$ cat config.mk
export PLATFORM = sky130hd
export DESIGN_NAME = i2s_rx_deser
export DESIGN_NICKNAME = d
export VERILOG_FILES = /design/src/rtl/i2s_pkg.sv /design/src/rtl/i2s_sync.sv /design/src/rtl/i2s_rx_deser.sv
export SDC_FILE = /design/constraint.sdc
export NUM_CORES = 1
export LEC_CHECK = 0
export CAP_MARGIN = 20
export CORE_MARGIN = 4
export CORE_UTILIZATION = 54
export DETAILED_ROUTE_END_ITERATION = 12
export MAX_ROUTING_LAYER = met4
export PLACE_DENSITY = 0.8
export SETUP_SLACK_MARGIN = 0.05
export SYNTH_ARGS = -nofsm -noshare
export SYNTH_HDL_FRONTEND = slang
export SYNTH_HIERARCHICAL = 1
export SYNTH_SLANG_ARGS = --single-unit
$ cat constraint.sdc
create_clock -name sys_clk -period 2.87 [get_ports sys_clk]
set_input_delay 0.4305 -clock sys_clk [delete_from_list [all_inputs] [get_ports sys_clk]]
set_output_delay 0.4305 -clock sys_clk [all_outputs]
set_load 0.01 [all_outputs]
$ cat src/rtl/i2s_pkg.sv
// Shared constants and types for the I2S receive deserializer.
package i2s_pkg;

  localparam int DATA_W_DEF = 24;
  localparam int SLOT_W     = 6;
  localparam logic [SLOT_W-1:0] SLOT_MAX = 6'd63;

  localparam logic CH_LEFT  = 1'b0;
  localparam logic CH_RIGHT = 1'b1;

  typedef enum logic {
    ST_UNLOCKED = 1'b0,
    ST_LOCKED   = 1'b1
  } lock_state_t;

endpackage

$ cat src/rtl/i2s_sync.sv
// Multi-stage synchronizer for one async I2S line, with a registered rising-edge flag.
module i2s_sync #(
  parameter int STAGES = 2
) (
  input  logic i_clk,
  input  logic i_rst,
  input  logic i_d,
  output logic o_q,
  output logic o_rise
);

  logic [STAGES-1:0] r_sync;
  logic              r_prev;
  logic              r_rise;

  always_ff @(posedge i_clk) begin
    if (i_rst) begin
      r_sync <= '0;
      r_prev <= 1'b0;
      r_rise <= 1'b0;
    end else begin
      r_sync <= {r_sync[STAGES-2:0], i_d};
      r_prev <= r_sync[STAGES-1];
      r_rise <= r_sync[STAGES-1] & ~r_prev;
    end
  end

  // o_q is taken from r_prev so it lines up with o_rise across all instances.
  assign o_q    = r_prev;
  assign o_rise = r_rise;

endmodule

$ cat src/rtl/i2s_rx_deser.sv
// I2S receiver: oversamples BCLK/LRCK/SDATA on sys_clk and emits parallel samples.
//   state       | meaning
//   ST_UNLOCKED | after reset, waiting for the first LRCK change; no output
//   ST_LOCKED   | normal capture; left only through reset
module i2s_rx_deser
  import i2s_pkg::*;
#(
  parameter int DATA_W      = DATA_W_DEF,
  parameter int SYNC_STAGES = 2
) (
  input  logic              sys_clk,
  input  logic              sys_rst,
  input  logic              i2s_bclk,
  input  logic              i2s_lrck,
  input  logic              i2s_sdata,
  output logic [DATA_W-1:0] au_data,
  output logic              ws,
  output logic              au_vld,
  output logic              frame_err,
  output logic              locked
);

  localparam logic [SLOT_W-1:0] L_LAST_SLOT = SLOT_W'(DATA_W);

  logic              w_bclk_unused;
  logic              w_bclk_rise;
  logic              w_lrck;
  logic              w_lrck_rise_unused;
  logic              w_sdata;
  logic              w_sdata_rise_unused;
  logic              w_change;
  logic [SLOT_W-1:0] w_slot_nxt;
  logic [DATA_W-1:0] w_shreg_nxt;

  lock_state_t       r_state;
  lock_state_t       w_state_nxt;
  logic [SLOT_W-1:0] r_slot;
  logic              r_lrck_q;
  logic [DATA_W-1:0] r_shreg;
  logic [DATA_W-1:0] r_au_data;
  logic              r_ws;
  logic              r_au_vld;
  logic              r_frame_err;

  i2s_sync #(.STAGES(SYNC_STAGES)) u_sync_bclk (
    .i_clk  (sys_clk),
    .i_rst  (sys_rst),
    .i_d    (i2s_bclk),
    .o_q    (w_bclk_unused),
    .o_rise (w_bclk_rise)
  );

  i2s_sync #(.STAGES(SYNC_STAGES)) u_sync_lrck (
    .i_clk  (sys_clk),
    .i_rst  (sys_rst),
    .i_d    (i2s_lrck),
    .o_q    (w_lrck),
    .o_rise (w_lrck_rise_unused)
  );

  i2s_sync #(.STAGES(SYNC_STAGES)) u_sync_sdata (
    .i_clk  (sys_clk),
    .i_rst  (sys_rst),
    .i_d    (i2s_sdata),
    .o_q    (w_sdata),
    .o_rise (w_sdata_rise_unused)
  );

  assign w_change    = (w_lrck != r_lrck_q);
  assign w_slot_nxt  = (r_slot == SLOT_MAX) ? SLOT_MAX : r_slot + 1'b1;
  assign w_shreg_nxt = {r_shreg[DATA_W-2:0], w_sdata};

  always_ff @(posedge sys_clk) begin
    if (sys_rst) begin
      r_state <= ST_UNLOCKED;
    end else begin
      r_state <= w_state_nxt;
    end
  end

  always_comb begin
    w_state_nxt = r_state;
    if ((r_state == ST_UNLOCKED) && w_bclk_rise && w_change) begin
      w_state_nxt = ST_LOCKED;
    end
  end

  always_ff @(posedge sys_clk) begin
    if (sys_rst) begin
      r_slot      <= '0;
      r_lrck_q    <= 1'b0;
      r_shreg     <= '0;
      r_au_data   <= '0;
      r_ws        <= CH_LEFT;
      r_au_vld    <= 1'b0;
      r_frame_err <= 1'b0;
    end else begin
      r_au_vld    <= 1'b0;
      r_frame_err <= 1'b0;
      if (w_bclk_rise) begin
        if (w_change) begin
          // Slot 0 of the new channel is the I2S delay bit; any partial word is dropped.
          r_slot   <= '0;
          r_lrck_q <= w_lrck;
          r_shreg  <= '0;
          if ((r_state == ST_LOCKED) && (r_slot < L_LAST_SLOT)) begin
            r_frame_err <= 1'b1;
          end
        end else begin
          r_slot <= w_slot_nxt;
          if (w_slot_nxt <= L_LAST_SLOT) begin
            r_shreg <= w_shreg_nxt;
          end
          if ((w_slot_nxt == L_LAST_SLOT) && (r_state == ST_LOCKED)) begin
            r_au_data <= w_shreg_nxt;
            r_ws      <= r_lrck_q ? CH_RIGHT : CH_LEFT;
            r_au_vld  <= 1'b1;
          end
        end
      end
    end
  end

  assign au_data   = r_au_data;
  assign ws        = r_ws;
  assign au_vld    = r_au_vld;
  assign frame_err = r_frame_err;
  assign locked    = (r_state == ST_LOCKED);

endmodule

==> summary.md, run 1 <==
| Metric | Value |
|---|---|
| Row count | `24` |
| Die Area | `5670 sq um` |
| Worst EP required | `3.06 ns` |
| Worst Path Arrival | `2.55 ns` |
| Slew @ Worst Pin | `0.838 ns` |
| TritonCTS clock tree | `done` |
| Antenna violations before repair | `0` |
| Mapped Cells | `218` |
| Reg clk slew, reported paths | `0.07 ns` |
| RSZ-0062 raised after global routing | `false` |
| # fillers | `346` |
| Max-cap viol count | `0` |
| Crit path max-delay family | `simple AND/OR/NAND/NOR gates` |
| Max Fclk | `425 MHz` |
| CTS Buffer Depth | `2` |
| P&R area growth vs syn | `22.3%` |
| CTS resizes | `0` |
| GPL Wtd Cong | `0.923` |
| Post-Syn Area per Cell | `11.2 sq um` |
| CP endpoint kind | `flop` |
| Hold_buf cts | `0` |
| Tmin final | `2.35 ns` |
| CP bufs+invs | `1` |
| Die W | `75.3 um` |
| First-pass GRT wire length | `6980 um` |
| Ant diodes | `0` |
| Placeable core area | `4350 sq um` |
| Largest net degree at the start of global routing | `47` |
| Reg2Reg Setup Slack | `0.52 ns` |
| Max_slew headroom | `0.441` |
| Final hold violation count | `0` |
| Nets@finish | `258` |
| Root Driver | `clkbuf_8` |
| Port-buffer cells | `32` |
| Max Slew Vio Count | `0` |
| Io pins | `33` |
| Clock Sink Count | `68` |
| Post-route cell area | `2990 sq um` |
| Post-CTS Setup Bufs | `0` |
| # setup viols final | `0` |
| Final worst path period share | `0.820` |
| Pre-antenna DRT Iters | `4` |
| Worst Skew | `0.00854 ns` |
| Yosys warning total | `6` |
| Critical-path cell list | `ha_1 -> xnor2_1 -> nand4_1 -> nor4_4 -> buf_4 -> mux2i_1 -> nor2_1` |
| Worst-skew pair later-pin latency | `0.34 ns` |
| Slowest CP cell | `dfxtp_1` |
| DRC Markers | `0` |
| Syn nets | `224` |
| CP peak stage delay | `0.46 ns` |
| Final WL | `4070 um` |
| Min-delay worst type | `reg -> reg` |
| CTS buffer count | `9` |
| Chip height | `75.3 um` |
| GRT overflow | `0` |
| Vias per cell | `5.44` |
| Share of layout cells above drive strength 1 | `0.109` |
| Initial Util | `0.561` |
| Leak Pwr | `1.06 nW` |
| Antenna Nets Post-Route | `0` |
| Final setup TNS | `0 ns` |
| Area of the mapped netlist | `2440 sq um` |
| Power per cell area | `591 nW/um^2` |
| Worst IR Drop VDD | `397 uV` |
| Total number of vias | `1680` |
| GRT Overall Usage | `0.170` |
| 1st-iter DRT viols | `98` |
| Vias in the first global route | `1554` |
| Final Power | `1.77 mW` |
| DP HPWL | `2540 um` |
| CP startpoint kind | `flop` |
| DP Area | `2790 sq um` |
| Crit Path Category | `reg -> reg` |
| H-tree lvl count | `3` |
| DR WL/cell | `13.2 um` |
| Critical path fanouts, max | `25` |
| Status | `complete, no violations` |
## layout by cell type, fill, tap and decap left out, types with 2 or more instances in the layout
| cell type | count |
|---|---|
| a211oi_1 | 2 |
| a21oi_1 | 7 |
| a22o_1 | 23 |
| buf_4 | 3 |
| clkbuf_8 | 10 |
| clkdlybuf4s50_1 | 31 |
| clkinv_2 | 3 |
| dfxtp_1 | 68 |
| mux2i_1 | 26 |
| nand2_1 | 4 |
| nand2b_1 | 2 |
| nand3_1 | 3 |
| nand4_1 | 2 |
| nor2_1 | 32 |
| nor2b_1 | 10 |
## report_power, final
group,total [mW],internal [mW],switching (mW)
combinational,0.0346,0.0118,0.0228
sequential,0.953,0.949,0.00396
clock,0.779,0.425,0.355
total,1.77,1.39,0.382
## flip-flops by register name (all words and copies together) (netlist names)
name and cells:
u_sync_bclk/o_q 1, ws 1, u_sync_bclk/r_sync 2, u_sync_bclk/o_rise 1, locked 1, u_sync_lrck/r_sync 2
u_sync_lrck/o_q 1, r_slot 6, au_data 24, u_sync_sdata/o_q 1, frame_err 1, u_sync_sdata/r_sync 2
au_vld 1, r_shreg 23, r_lrck_q 1
## routing by layer
layer | GRT usage | part of all wire | vias up
met3 | 0.0441 | 0.044 | 10
met2 | 0.234 | 0.41 | 41
met5 | - | 0 | -
li1 | - | - | 848
met1 | 0.226 | 0.52 | 781
met4 | 0.0932 | 0.025 | 0
## through the flow
step	cells	worst slack, ns	hold slack [ns]	util
floorplan	218	0.711	0.387	-
global placement	293	0.639	0.394	0.641
detailed placement	293	0.551	0.398	0.641
CTS	309	0.532	0.409	0.686
global route	309	0.290	0.423	0.686
finish	309	0.516	0.405	0.686
## final cells by class
cell class	count	area (sq um)	area share
Multi-Input combinational cell	136	1020	0.340
Clock inverter	6	62.6	0.0209
Clock buffer	10	138	0.0460
Timing Repair Buffer	35	338	0.113
Sequential cell	68	1360	0.455
Tap cell	52	65.1	0.0218
Inverter	2	7.51	0.00251
## worst paths after layout
path / from / to / cells past startpoint
max: r_slot[0]$_SDFFE_PP0P_ / au_data[18]$_SDFFE_PP0P_ / 7
min: u_sync_bclk/o_q$_SDFF_PP0_ / u_sync_bclk/o_rise$_SDFF_PP0_ / 1
max reg2reg: r_slot[0]$_SDFFE_PP0P_ / au_data[18]$_SDFFE_PP0P_ / 7
min reg2reg: u_sync_bclk/o_q$_SDFF_PP0_ / u_sync_bclk/o_rise$_SDFF_PP0_ / 1
(Power assumes the default switching activity.)
==> run 2: changes to the inputs <==
==> constraint.sdc (replaced) <==
create_clock -name sys_clk -period 2.4 [get_ports sys_clk]
set_input_delay 0.36 -clock sys_clk [delete_from_list [all_inputs] [get_ports sys_clk]]
set_output_delay 0.36 -clock sys_clk [all_outputs]
set_load 0.01 [all_outputs]
==> summary.md, run 2 (same netlist as run 1, synthesis figures left out) <==
| Metric | Value |
|---|---|
| # setup viols final | `0` |
| Port-buffer cells | `32` |
| Vias per cell | `5.55` |
| Inst Count DP | `295` |
| Worst Skew | `0.00641 ns` |
| Io pins | `33` |
| Final setup TNS | `0 ns` |
| CP endpoint kind | `flop` |
| Antenna Nets Post-Route | `0` |
| Min-delay worst type | `reg -> reg` |
| Max Fclk | `456 MHz` |
| Max_slew headroom | `0.706` |
| Initial Util | `0.561` |
| Chip height | `75.3 um` |
| Worst EP required | `2.63 ns` |
| Final worst path period share | `0.914` |
| Max reg flops | `24` |
| GPL Wtd Cong | `0.854` |
| Worst min-delay path startpoint | `u_sync_bclk/o_q$_SDFF_PP0_` |
| Row count | `24` |
| Root Driver | `clkbuf_8` |
| H-tree lvl count | `3` |
| DR WL/cell | `13.9 um` |
| # fillers | `324` |
| Clock Sink Count | `68` |
| Max Slew Vio Count | `0` |
| Commonest non-fill, non-tap cells in the layout | `dfxtp_1 (68), nor2_1 (32), clkdlybuf4s50_1 (31)` |
| Crit Path Category | `reg -> reg` |
| Power per cell area | `751 nW/um^2` |
| Reg2Reg Setup Slack | `0.21 ns` |
| CTS Buffer Depth | `2` |
| GRT overflow | `0` |
| Total number of vias | `1725` |
| Final hold violation count | `0` |
| Placeable core area | `4350 sq um` |
| DP HPWL | `2730 um` |
| Leak Pwr | `1.08 nW` |
| TritonCTS clock tree | `done` |
| Tmin final | `2.19 ns` |
| Pre-CTS WS | `0.231 ns` |
| 1st-iter DRT viols | `141` |
| GRT Overall Usage | `0.179` |
| Final WL | `4310 um` |
| Worst Path Arrival | `2.42 ns` |
| Worst IR Drop VDD | `470 uV` |
| Most common cell after layout, fill and taps aside | `dfxtp_1` |
| Reg2reg path depth | `7` |
| Antenna violations before repair | `0` |
| Setup ws final | `0.206 ns` |
| CP startpoint kind | `flop` |
| CTS buffer count | `9` |
| Vias in the first global route | `1617` |
| Die Area | `5670 sq um` |
| Hold_buf cts | `0` |
| Final std cells w/o fill | `311` |
| Slew @ Worst Pin | `0.441 ns` |
| Critical path fanouts, max | `25` |
| Pre-antenna DRT Iters | `4` |
| Worst-skew pair later-pin latency | `0.34 ns` |
| Die W | `75.3 um` |
| Worst Hold Path EP | `u_sync_bclk/o_rise$_SDFF_PP0_` |
| Max-cap viol count | `0` |
| Reg clk slew, reported paths | `0.07 ns` |
| Share of layout cells above drive strength 1 | `0.116` |
| DRC Markers | `0` |
| Worst r2r src | `r_slot[0]$_SDFFE_PP0P_` |
| Final Power | `2.30 mW` |
| Nets@finish | `260` |
| First-pass GRT wire length | `7350 um` |
| Largest net degree at the start of global routing | `31` |
| Hold depth | `1` |
| P&R area growth vs syn | `25.1%` |
| RSZ-0062 raised after global routing | `false` |
| Status | `complete, no violations` |
| Ant diodes | `0` |
| End of the worst register-to-register path | `au_data[1]$_SDFFE_PP0P_` |
-- run 2: worst max-delay path by stage --
stage | start | endpoint | slack [ns] | cells past startpoint
CTS | r_slot[0]$_SDFFE_PP0P_ | au_data[1]$_SDFFE_PP0P_ | 0.20 | 7
detailed placement | r_slot[0]$_SDFFE_PP0P_ | au_data[8]$_SDFFE_PP0P_ | 0.23 | 7
global placement | r_slot[0]$_SDFFE_PP0P_ | au_data[7]$_SDFFE_PP0P_ | 0.29 | 7
global route | r_slot[0]$_SDFFE_PP0P_ | au_data[1]$_SDFFE_PP0P_ | 0.09 | 7
finish | r_slot[0]$_SDFFE_PP0P_ | au_data[1]$_SDFFE_PP0P_ | 0.21 | 7
floorplan | r_slot[0]$_SDFFE_PP0P_ | au_data[5]$_SDFFE_PP0P_ | 0.24 | 7
-- run 2: repair_timing --
item | 4_1_cts | 5_1_grt
endpoints found under the setup margin | 0 | 2
resized for setup | 0 | 1
buffers inserted | 0 | 0
-- run 2: area by class of cell --
class                           instances  area [sq um]  area share
Sequential cell                        68          1360       0.445
Multi-Input combinational cell        136          1020       0.333
Timing Repair Buffer                   37           365       0.119
Clock buffer                           10           128      0.0417
Clock inverter                          6           111      0.0364
Tap cell                               52          65.1      0.0213
Inverter                                2          7.51     0.00245
-- run 2: per-stage QoR --
| stage | util | hold slack [ns] | cell area (sq um) |
|---|---|---|---|
| 2_1_floorplan | - | 0.387 | 2440 |
| 3_3_place_gp | 0.647 | 0.394 | 2820 |
| 3_5_place_dp | 0.647 | 0.393 | 2820 |
| 4_1_cts | 0.702 | 0.400 | 3060 |
| 5_1_grt | 0.702 | 0.415 | 3060 |
| 6_report | 0.702 | 0.403 | 3060 |
-- run 2: routing by layer --
layer / wire (um) / GRT usage
met1: 2140 / 0.242
met2: 1870 / 0.242
met3: 207 / 0.0441
met4: 92 / 0.105
met5: 0 / -
-- run 2: where the power goes --
| part | switching (mW) | internal, mW |
|---|---|---|
| logic | 0.0296 | 0.0157 |
| registers | 0.00385 | 1.14 |
| clock network | 0.419 | 0.692 |
-- run 2: critical path, stage by stage (launching register included) --
cell and delay, ns:
dfxtp_1 0.47, ha_2 0.28, xnor2_1 0.15, nand4_1 0.25, nor4_4 0.36, buf_12 0.24
mux2i_1 0.25, nor2_1 0.05
==> run 3: changes to the inputs <==
--- a/config.mk
+++ b/config.mk
@@ -6,11 +6,11 @@
 export NUM_CORES = 1
 export LEC_CHECK = 0
 export CAP_MARGIN = 20
-export CORE_MARGIN = 4
-export CORE_UTILIZATION = 54
+export CORE_MARGIN = 2
+export CORE_UTILIZATION = 48
 export DETAILED_ROUTE_END_ITERATION = 12
 export MAX_ROUTING_LAYER = met4
-export PLACE_DENSITY = 0.8
+export PLACE_DENSITY = 0.76
 export SETUP_SLACK_MARGIN = 0.05
 export SYNTH_ARGS = -nofsm -noshare
 export SYNTH_HDL_FRONTEND = slang
==> constraint.sdc (replaced) <==
create_clock -name sys_clk -period 1.8 [get_ports sys_clk]
set_input_delay 0.27 -clock sys_clk [delete_from_list [all_inputs] [get_ports sys_clk]]
set_output_delay 0.27 -clock sys_clk [all_outputs]
set_load 0.01 [all_outputs]
==> summary.md, run 3 (same netlist as run 1, synthesis figures left out) <==
| Metric | Value |
|---|---|
| Die Area | `5680 sq um` |
| H-tree lvl count | `3` |
| Worst-skew pair later-pin latency | `0.35 ns` |
| Ant diodes | `0` |
| Chip height | `75.4 um` |
| Final Power | `2.66 mW` |
| Max Slew Vio Count | `0` |
| Placeable core area | `4820 sq um` |
| Die W | `75.4 um` |
| Clock Sink Count | `68` |
| GRT Overall Usage | `0.206` |
| CP endpoint kind | `flop` |
| Max Fclk | `532 MHz` |
| RSZ-0062 raised after global routing | `true` |
| Share of layout cells above drive strength 1 | `0.204` |
| Failing checks | `setup timing` |
| CTS buffer count | `9` |
| Final WL | `5480 um` |
| Final setup TNS | `-1.92 ns` |
| Crit Path Category | `reg -> reg` |
| Worst IR Drop VDD | `622 uV` |
| Slew @ Worst Pin | `0.361 ns` |
| Vias in the first global route | `1738` |
| Antenna Nets Post-Route | `0` |
| GRT overflow | `0` |
| Largest net degree at the start of global routing | `32` |
| Root Driver | `clkbuf_8` |
| Antenna violations before repair | `0` |
| Setup ws final | `-0.0812 ns` |
| First-pass GRT wire length | `8360 um` |
| Pre-CTS WS | `-0.0449 ns` |
| Post-route cell area | `3340 sq um` |
| Vias per cell | `5.37` |
| Power share of the clock group | `0.391` |
| Max-cap viol count | `0` |
| Tmin final | `1.88 ns` |
| Sw Share | `0.230` |
| Final hold violation count | `0` |
| P&R area growth vs syn | `36.6%` |
| Critical path fanouts, max | `6` |
| CTS Buffer Depth | `2` |
| Total number of vias | `1863` |
| Final worst path period share | `1.05` |
| Power per cell area | `798 nW/um^2` |
| Nets@finish | `282` |
| DR WL/cell | `15.8 um` |
| TritonCTS clock tree | `done` |
| Max reg flops | `24` |
| CP startpoint kind | `flop` |
| Min-delay worst type | `reg -> reg` |
| Io pins | `33` |
| Max_slew headroom | `0.753` |
| DRC Markers | `0` |
| Cell internal pwr | `2.05 mW` |
| Row count | `25` |
| Port-buffer cells | `32` |
| Status | `complete, but fails checks` |
| Commonest non-fill, non-tap cells in the layout | `dfxtp_1 (65), nor2_1 (32), clkdlybuf4s50_1 (32)` |
| DP Area | `2960 sq um` |
| Worst EP required | `2.03 ns` |
| Combinational group share of total power | `0.040` |
| Worst Path Arrival | `2.11 ns` |
| DP HPWL | `3000 um` |
| Pre-antenna DRT Iters | `4` |
| 1st-iter DRT viols | `94` |
| Initial Util | `0.507` |
| # setup viols final | `48` |
| GPL Wtd Cong | `0.887` |
| Leak Pwr | `1.21 nW` |
| Reg clk slew, reported paths | `0.07 ns` |
| Most common cell after layout, fill and taps aside | `dfxtp_1` |
| Switch Pwr | `0.612 mW` |
| Sequential Power Share | `0.569` |
| Worst Skew | `0.00730 ns` |
-- run 3: cell types whose count changed in the layout (fill, tap and decap cells not counted), moves of 2 or more --
cell / previous run / this run
buf_6: 0 / 3
clkbuf_16: 0 / 2
inv_4: 0 / 2
dfxtp_1: 68 / 65
buf_16: 0 / 2
buf_12: 1 / 4
dfxtp_4: 0 / 2
clkinv_2: 1 / 3
bufinv_16: 3 / 0
buf_4: 4 / 16
-- run 3: metrics by stage --
step,hold slack (ns),utilization,instances
floorplan,0.341,-,218
global placement,0.394,0.614,319
detailed placement,0.400,0.614,319
CTS,0.409,0.675,342
global route,0.416,0.693,347
finish,0.405,0.693,347
-- run 3: area by class of cell --
| type | count | area, sq um |
|---|---|---|
| Clock inverter | 5 | 27.5 |
| Tap cell | 67 | 83.8 |
| Inverter | 2 | 7.51 |
| Multi-Input combinational cell | 136 | 1060 |
| Clock buffer | 10 | 128 |
| Sequential cell | 68 | 1370 |
| Timing Repair Buffer | 59 | 659 |
| Fill cell | 387 | 1480 |
-- run 3: path summary, 6_finish.rpt --
kind / start / end / slack, ns / depth (start not counted)
worst min-delay path: u_sync_bclk/o_q$_SDFF_PP0_ / u_sync_bclk/o_rise$_SDFF_PP0_ / 0.41 / 1
worst min register to register: u_sync_bclk/o_q$_SDFF_PP0_ / u_sync_bclk/o_rise$_SDFF_PP0_ / 0.41 / 1
worst max-delay path: r_slot[0]$_SDFFE_PP0P_ / au_data[22]$_SDFFE_PP0P_ / -0.08 / 8
worst max register to register: r_slot[0]$_SDFFE_PP0P_ / au_data[22]$_SDFFE_PP0P_ / -0.08 / 8
-- run 3: power groups by stage --
stage	logic, mW	registers (mW)	clock network, mW
3_3_place_gp	0.0725	1.55	0
6_report	0.105	1.52	1.04
4_1_cts	0.104	1.52	1.06
3_5_place_dp	0.0740	1.55	0
2_1_floorplan	0.0405	1.55	0
5_1_grt	0.112	1.52	1.13
-- run 3: per-layer routing --
| metal | routed length, um | share of wire | up-vias | track usage |
|---|---|---|---|---|
| li1 | - | - | 896 | - |
| met1 | 2520 | 0.46 | 906 | 0.258 |
| met2 | 2610 | 0.48 | 53 | 0.305 |
| met3 | 289 | 0.053 | 8 | 0.0780 |
| met4 | 65 | 0.012 | 0 | 0.0760 |
| met5 | 0 | 0 | - | - |
-- run 3: worst max-delay path: stages (launching register included) --
cell       delay (ns)
dfxtp_4          0.36
ha_4             0.18
xnor2_2          0.14
nand4_1          0.21
nor4_4           0.26
buf_6            0.17
clkbuf_16        0.16
mux2i_1          0.20
nor2_1           0.07
-- run 3: what timing repair did --
| action | in CTS | in global routing |
|---|---|---|
| setup buffers | 6 | 2 |
| endpoints found under the setup margin | 48 | 48 |
| gates resized for setup | 7 | 2 |
| hold buffers | 0 | 0 |
| cloned | 2 | 3 |
| pin swaps | 7 | 16 |
